<file path="config.mk">
export PLATFORM = sky130hd
export DESIGN_NAME = progtim
export DESIGN_NICKNAME = d
export VERILOG_FILES = /design/src/rtl/progtim.sv
export SDC_FILE = /design/constraint.sdc
export NUM_CORES = 1
export LEC_CHECK = 0
export BUFFER_PORTS_ARGS = -buffer_cell sky130_fd_sc_hd__buf_4
export CORE_MARGIN = 2
export CORE_UTILIZATION = 39
export CTS_CLUSTER_SIZE = 30
export DETAILED_ROUTE_END_ITERATION = 12
export PLACE_DENSITY = 0.55
export SLEW_MARGIN = 20
export SYNTH_ARGS = -nofsm -noshare
export SYNTH_HDL_FRONTEND = slang
export SYNTH_SLANG_ARGS = --single-unit
</file>
<file path="constraint.sdc">
create_clock -name clk -period 6.75 [get_ports clk]
set_input_delay 1.35 -clock clk [delete_from_list [all_inputs] [get_ports clk]]
set_output_delay 1.35 -clock clk [all_outputs]
set_load 0.02 [all_outputs]
</file>
<file path="src/rtl/progtim.sv">
// rtl/progtim.sv - prescaled compare/match timer on the 8-bit chip-select bus
// Optional external capture input enabled by PROGTIM_EXTCAP_EN.
module progtim #(
  parameter int CNT_W = 32,
  parameter int PRE_W = 8
) (
  input  logic       clk,
  input  logic       reset,
  input  logic       cs_n,
  input  logic       rd_n,
  input  logic       wr_n,
  input  logic [3:0] addr,
  input  logic [7:0] data_in,
  output logic [7:0] data_out,
  output logic       irq
`ifdef PROGTIM_EXTCAP_EN
  ,
  input  logic       cap_in
`endif
);

  localparam int NB = CNT_W / 8;

  logic             rd, wr;
  logic             wr_ctrl, wr_status, wr_pre, wr_capture;
  logic [CNT_W-1:0] cnt, cmp, capt;
  logic [PRE_W-1:0] prescale, pre;
  logic             en, periodic, irq_en, match, ext_cap;
  logic             tick, hit, ext_edge;
  logic [15:0]      pre_wdata, pre_rdata;
  logic [31:0]      capt_w, cmp_w;

  assign rd         = !cs_n && !rd_n && wr_n;
  assign wr         = !cs_n && rd_n && !wr_n;
  assign wr_ctrl    = wr && (addr == 4'd4);
  assign wr_status  = wr && (addr == 4'd5);
  assign wr_pre     = wr && (addr == 4'd6);
  assign wr_capture = wr && (addr == 4'd7);

  assign tick = en && (pre == '0);
  // compare always sees the pre-write CMP, so a byte write on a tick edge takes effect next cycle
  assign hit  = (cnt == cmp);
  assign irq  = match && irq_en;

  assign pre_wdata = 16'(data_in);
  assign pre_rdata = 16'(prescale);
  assign capt_w    = 32'(capt);
  assign cmp_w     = 32'(cmp);

`ifdef PROGTIM_EXTCAP_EN
  logic [2:0] cap_sync;

  always_ff @(posedge clk or posedge reset) begin
    if (reset) cap_sync <= '0;
    else       cap_sync <= {cap_sync[1:0], cap_in};
  end

  assign ext_edge = cap_sync[1] && !cap_sync[2];
`else
  assign ext_edge = 1'b0;
`endif

  always_ff @(posedge clk or posedge reset) begin
    if (reset) begin
      cnt      <= '0;
      capt     <= '0;
      cmp      <= '1;
      prescale <= '0;
      pre      <= '0;
      en       <= 1'b0;
      periodic <= 1'b0;
      irq_en   <= 1'b0;
      match    <= 1'b0;
      ext_cap  <= 1'b0;
    end else begin
      if (wr_pre) prescale <= pre_wdata[PRE_W-1:0];

      for (int b = 0; b < NB; b++) begin
        if (wr && (addr == 4'(8 + b))) cmp[b*8 +: 8] <= data_in;
      end

      if (wr_capture || ext_edge) capt <= cnt;

      if (ext_edge)                     ext_cap <= 1'b1;
      else if (wr_status && data_in[2]) ext_cap <= 1'b0;

      if (tick && hit)                  match <= 1'b1;
      else if (wr_status && data_in[0]) match <= 1'b0;

      // a CTRL write overrides the one-shot auto-disable on the same edge
      if (wr_ctrl) begin
        en       <= data_in[0];
        periodic <= data_in[1];
        irq_en   <= data_in[2];
      end else if (tick && hit && !periodic) begin
        en <= 1'b0;
      end

      if (wr_ctrl && data_in[0] && !en) pre <= prescale;
      else if (tick)                    pre <= prescale;
      else if (en)                      pre <= pre - PRE_W'(1);

      if (tick) cnt <= hit ? '0 : cnt + CNT_W'(1);
    end
  end

  always_comb begin
    data_out = 8'h00;
    if (rd) begin
      case (addr)
        4'd0, 4'd1, 4'd2, 4'd3:   data_out = capt_w[{addr[1:0], 3'b000} +: 8];
        4'd4:                     data_out = {5'b0, irq_en, periodic, en};
        4'd5:                     data_out = {5'b0, ext_cap, en, match};
        4'd6:                     data_out = pre_rdata[7:0];
        4'd8, 4'd9, 4'd10, 4'd11: data_out = cmp_w[{addr[1:0], 3'b000} +: 8];
        default:                  data_out = 8'h00;
      endcase
    end
  end

endmodule

</file>
==> results of run 1 <==
## stage by stage
step	utilization [%]	cell area, um2	setup WS [ps]	hold WS, ps
floorplan	-	6190	2380	464
finish	46.1	7250	2480	502
detailed placement	41.7	6550	2440	494
global route	46.1	7250	2360	521
global placement	41.7	6550	2440	486
CTS	45.9	7200	2440	507
## flip-flops by register name, indices dropped and copies added (netlist names)
name / cells
irq_en: 1
cmp: 32
pre: 8
cnt: 32
match: 1
prescale: 8
periodic: 1
capt: 32
en: 1
## area by class of cell
| type | count | share of cell area (%) |
|---|---|---|
| clock buffer | 20 | 6.30 |
| tap | 216 | 3.73 |
| sequential | 116 | 40.6 |
| timing repair buffer | 33 | 3.80 |
| multi-input combinational | 390 | 42.1 |
| inverter | 12 | 0.656 |
| clock inverter | 12 | 2.80 |
## per-layer routing
metal | routed length [um] | global-route usage [%] | up-vias
met1 | 7910 | 29.7 | 2223
met4 | 228 | 6.26 | 0
met2 | 7830 | 32.7 | 80
met3 | 661 | 4.59 | 20
met5 | 0 | 0 | -
li1 | - | - | 2025
## cell usage after synthesis (12+ instances only)
cell / n / area share (%)
nor3_1: 17 / 1.4
nand3_1: 22 / 1.8
clkbuf_1: 20 / 1.2
nor2_1: 55 / 3.3
mux4_2: 16 / 5.8
xor2_1: 47 / 6.7
dfstp_2: 32 / 14
nand2_1: 22 / 1.3
nand4_1: 17 / 1.7
dfrtp_1: 84 / 34
mux2_2: 75 / 14
mux2i_1: 13 / 2.1
o21ai_0: 22 / 1.8
a21oi_1: 15 / 1.2
inv_1: 12 / 0.73
## path summary, 6_finish.rpt
check	from	to	slack, ps
worst max-delay path	addr[0]	data_out[2]	2480
worst min-delay path	capt[14]	capt[14]	500
worst max register to register	en	cnt[29]	3650
worst min register to register	capt[14]	capt[14]	500
max in group asynchronous	reset	cmp[22]	4670
min in group asynchronous	reset	cnt[3]	890
## report_power, final
part           switching [mW]  internal [mW]
Sequential             0.0707          0.770
Clock                   0.333          0.674
Combinational           0.102          0.103
Total                   0.506           1.55
## kinds of logic after synthesis
group	share of synthesized area (%)
compound gates	5.32
xor+xnor	7.08
fa+ha+maj	0.404
buf+inv	3.09
flops	47.6
mux	21.6
simple gates	14.9
==> flow_metrics.env, run 1 <==
export IMPL_status="finished clean"
export IMPL_final_cell_mix="84 x dfrtp_1, 75 x mux2_2, 55 x nor2_1"
export IMPL_cp_end_kind="primary output"
export IMPL_cts_root_buffer="clkbuf_16"
export IMPL_grt_pass1_wl_um=26100
export IMPL_drv_slew=0
export IMPL_syn_avg_cell_area_um2=11.2
export IMPL_h_tree_depth=4
export IMPL_finalSetupViolations=0
export IMPL_final_nets=589
export IMPL_core_area_um2=15700
export IMPL_path_buf_inv=2
export IMPL_worstMarginPinSlew_ps=880
export IMPL_post_cts_setup_buffers=0
export IMPL_layout_drive_gt1_share_pct=32.9
export IMPL_yosysWarnings=0
export IMPL_cp_start_kind="primary input"
export IMPL_fin_skew_ps=6.27
export IMPL_worstSkewPairLatency_ps=420
export IMPL_multiInputGateArea_um2=3050
export IMPL_avgRoutedWirePerCell_um=20.8
export IMPL_cp_cell_sequence="buf_4 > mux4_2 > mux2i_1 > a2bb2oi_1 > nor2_1 > buf_4"
export IMPL_leakage_nw=3.32
export IMPL_wl_um=16600
export IMPL_worstPathArrival_ps=2920
export IMPL_synth_distinct_cells=48
export IMPL_critical_path_class="primary input to primary output"
export IMPL_ctsHoldBuffers=0
export IMPL_rsz0062_at_grt="false"
export IMPL_cts_tree="built"
export IMPL_cp_required_ps=5400
export IMPL_max_freq_mhz=234
export IMPL_clk_path_buf_depth=2
export IMPL_cpMostUsedCell="buf_4"
export IMPL_netlist_area_um2=6190
export IMPL_avgViaCountPerCell=5.44
export IMPL_finalCriticalPeriod_ps=4270
export IMPL_async_flop_share_pct=100
export IMPL_reg2reg_depth=5
export IMPL_numCtsBuffers=17
export IMPL_drt_iter0_drc=287
export IMPL_min_path_type="flop to flop"
export IMPL_synth_nets=572
export IMPL_num_vias=4348
export IMPL_crit_slowest_cell="mux4_2"
export IMPL_firstDrtPassIters=5
export IMPL_num_rows=46
export IMPL_synthFlopType="dfrtp_1"
export IMPL_io_buffer_count=25
export IMPL_antennaDiodeCount=0
export IMPL_route_detailed_drc=0
export IMPL_cts_sinks=116
export IMPL_start_util_pct=39.4
export IMPL_synth_seq_area_share_pct=47.6
export IMPL_path_clk_slew_ps=50
export IMPL_ir_worst_vdd_v=0.000241
export IMPL_cp_depth=6
export IMPL_final_common_cell="dfrtp_1"
export IMPL_seqCellArea_um2=2940
export IMPL_cts_repair_resized=0
export IMPL_cp_top_family="multiplexers"
export IMPL_hpwlAfterDp_um=11800
export IMPL_track_usage_pct=21.0
export IMPL_finalCritPeriodShare_pct=63.3
export IMPL_fin_cells=799
export IMPL_grt_antenna_before_repair=0
export IMPL_hold_viol_final=0
export IMPL_die_area_um2=16900
export IMPL_finalPower_mw=2.05
export IMPL_maxCapViolCount=0
export IMPL_relSlewSlack_pct=40.9
export IMPL_gp_congestion=0.858
export IMPL_p_per_area_nw_per_um2=283
export IMPL_critPathMaxStageDelay_ps=590
export IMPL_ys_ff_latch=116
export IMPL_worstPathMaxFanout=23
export IMPL_finalSetupTns_ps=0
export IMPL_die_w_um=130
export IMPL_grt_max_degree=79
export IMPL_n_fill_cell=1446
export IMPL_holdPathStages=1
export IMPL_dieHeight_um=130
export IMPL_grt_pass1_vias=4500
export IMPL_dp_cells=765
export IMPL_synthToLayoutAreaGrowth_pct=17.2
export IMPL_pin_count=26
export IMPL_synth_edf_count=0
export IMPL_grt_overflow=0
export IMPL_antenna_left=0
export IMPL_syn_inst=553
(Power assumes the default switching activity.)
==> inputs of run 2 (changes only) <==
==> constraint.sdc (replaced) <==
create_clock -name clk -period 4.1 [get_ports clk]
set_input_delay 0.82 -clock clk [delete_from_list [all_inputs] [get_ports clk]]
set_output_delay 0.82 -clock clk [all_outputs]
set_load 0.02 [all_outputs]
==> run 2 against run 1 <==
Sequential power rose by 63%; combinational power rose by 70%; largest power group unchanged; critical path type unchanged; flip-flop and latch count did not move; final cell count rose by 0.38%; critical path depth did not move; register-to-register slack got worse by 2500 ps; largest cell class unchanged.
==> flow_metrics.env, run 2 (synthesized netlist as in run 1, its figures left out) <==
export IMPL_fin_skew_ps=6.97
export IMPL_critical_path_class="primary input to primary output"
export IMPL_finalSetupViolations=0
export IMPL_numCtsBuffers=17
export IMPL_maxCapViolCount=0
export IMPL_hpwlAfterDp_um=11600
export IMPL_min_path_type="flop to flop"
export IMPL_worstMarginPinSlew_ps=994
export IMPL_status="finished clean"
export IMPL_grt_pass1_vias=4377
export IMPL_grt_max_degree=55
export IMPL_grt_pass1_wl_um=26100
export IMPL_drv_slew=0
export IMPL_cp_start_kind="primary input"
export IMPL_antenna_left=0
export IMPL_die_area_um2=16900
export IMPL_pre_cts_slack_ps=873
export IMPL_n_fill_cell=1451
export IMPL_antennaDiodeCount=0
export IMPL_drt_iter0_drc=320
export IMPL_cp_end_kind="primary output"
export IMPL_p_per_area_nw_per_um2=441
export IMPL_wl_um=16400
export IMPL_dieHeight_um=130
export IMPL_reg2reg_depth=7
export IMPL_layout_drive_gt1_share_pct=33.1
export IMPL_r2r_setup_slack_ps=1170
export IMPL_track_usage_pct=20.9
export IMPL_path_clk_slew_ps=60
export IMPL_io_buffer_count=25
export IMPL_ctsHoldBuffers=0
export IMPL_die_w_um=130
export IMPL_cts_tree="built"
export IMPL_worstSkewPairLatency_ps=420
export IMPL_r2r_end="cnt[6]"
export IMPL_num_vias=4413
export IMPL_hp_start="capt[9]"
export IMPL_max_freq_mhz=311
export IMPL_final_cell_mix="84 x dfrtp_1, 75 x mux2_2, 55 x nor2_1"
export IMPL_avgRoutedWirePerCell_um=20.4
export IMPL_cts_root_buffer="clkbuf_16"
export IMPL_num_rows=46
export IMPL_pin_count=26
export IMPL_holdPathStages=1
export IMPL_avgViaCountPerCell=5.50
export IMPL_r2r_start="pre[0]"
export IMPL_leakage_nw=3.29
export IMPL_cts_sinks=116
export IMPL_top_regs="capt (32), cmp (32), cnt (32)"
export IMPL_clk_path_buf_depth=2
export IMPL_synthToLayoutAreaGrowth_pct=15.6
export IMPL_h_tree_depth=4
export IMPL_finalSetupTns_ps=0
export IMPL_grt_overflow=0
export IMPL_finalCritPeriodShare_pct=78.5
export IMPL_core_area_um2=15700
export IMPL_ir_worst_vdd_v=0.000311
export IMPL_hold_viol_final=0
export IMPL_worstPathArrival_ps=2400
export IMPL_final_nets=592
export IMPL_route_detailed_drc=0
export IMPL_relSlewSlack_pct=33.7
export IMPL_cts_repair_resized=0
export IMPL_finalCriticalPeriod_ps=3220
export IMPL_cp_required_ps=3280
export IMPL_firstDrtPassIters=5
export IMPL_worst_slack_ps=881
export IMPL_final_common_cell="dfrtp_1"
export IMPL_start_util_pct=39.4
export IMPL_post_cts_setup_buffers=0
export IMPL_grt_antenna_before_repair=0
export IMPL_min_to="capt[9]"
export IMPL_worstPathMaxFanout=23
export IMPL_gp_congestion=0.817
export IMPL_rsz0062_at_grt="false"
[run 2: cell count changes in the layout (fill, tap and decap cells not counted), sizes merged]
cell      previous run  this run
clkbuf              20        21
buf                 33        36
bufinv               5         1
inv                 12        17
clkinv               3         2
clkinvlp             4         3
[run 2: cell type report]
cell class,count,area [um2],share of cell area [%]
Inverter,12,47.5,0.665
Sequential cell,116,2940,41.2
Clock buffer,21,472,6.60
Multi-Input combinational cell,390,3050,42.7
Tap cell,216,270,3.78
Timing Repair Buffer,36,270,3.78
Clock inverter,11,96.3,1.35
[run 2: worst max-delay path by stage]
| stage | startpoint | end | slack (ps) | cells past startpoint |
|---|---|---|---|---|
| 2_1_floorplan | reset | capt[0] | 260 | 1 |
| 3_3_place_gp | addr[0] | data_out[2] | 830 | 6 |
| 3_5_place_dp | addr[0] | data_out[2] | 870 | 6 |
| 6_report | addr[0] | data_out[2] | 880 | 6 |
| 4_1_cts | addr[0] | data_out[2] | 870 | 6 |
| 5_1_grt | addr[0] | data_out[2] | 800 | 6 |
[run 2: per-layer routing]
metal  global-route usage, %  wire length [um]  vias up
met5                       0                 0        -
met4                    7.40               316        0
met3                    4.26               673       23
met2                    31.9              7860       99
met1                    29.6              7520     2261
li1                        -                 -     2030
[run 2: power breakdown]
group	switching [mW]	internal, mW	leakage, nW
logic	0.179	0.170	1.54
registers	0.105	1.27	1.48
clock network	0.548	0.884	0.276
total	0.832	2.32	3.29
[run 2: critical path: stages]
cell,delay (ps)
buf_4,350
mux4_2,600
mux2i_1,170
a2bb2oi_1,180
nor2_1,90
buf_4,180
[run 2: metrics by stage]
step | hold slack, ps | area [um2] | std cells | util, % | power, mW
6_report | 504 | 7150 | 802 | 45.5 | 3.15
5_1_grt | 521 | 7150 | 802 | 45.5 | 3.28
4_1_cts | 508 | 7150 | 802 | 45.5 | 3.18
3_5_place_dp | 493 | 6580 | 770 | 41.9 | 1.74
3_3_place_gp | 485 | 6580 | 770 | 41.9 | 1.73
2_1_floorplan | 464 | 6190 | 553 | - | 1.61
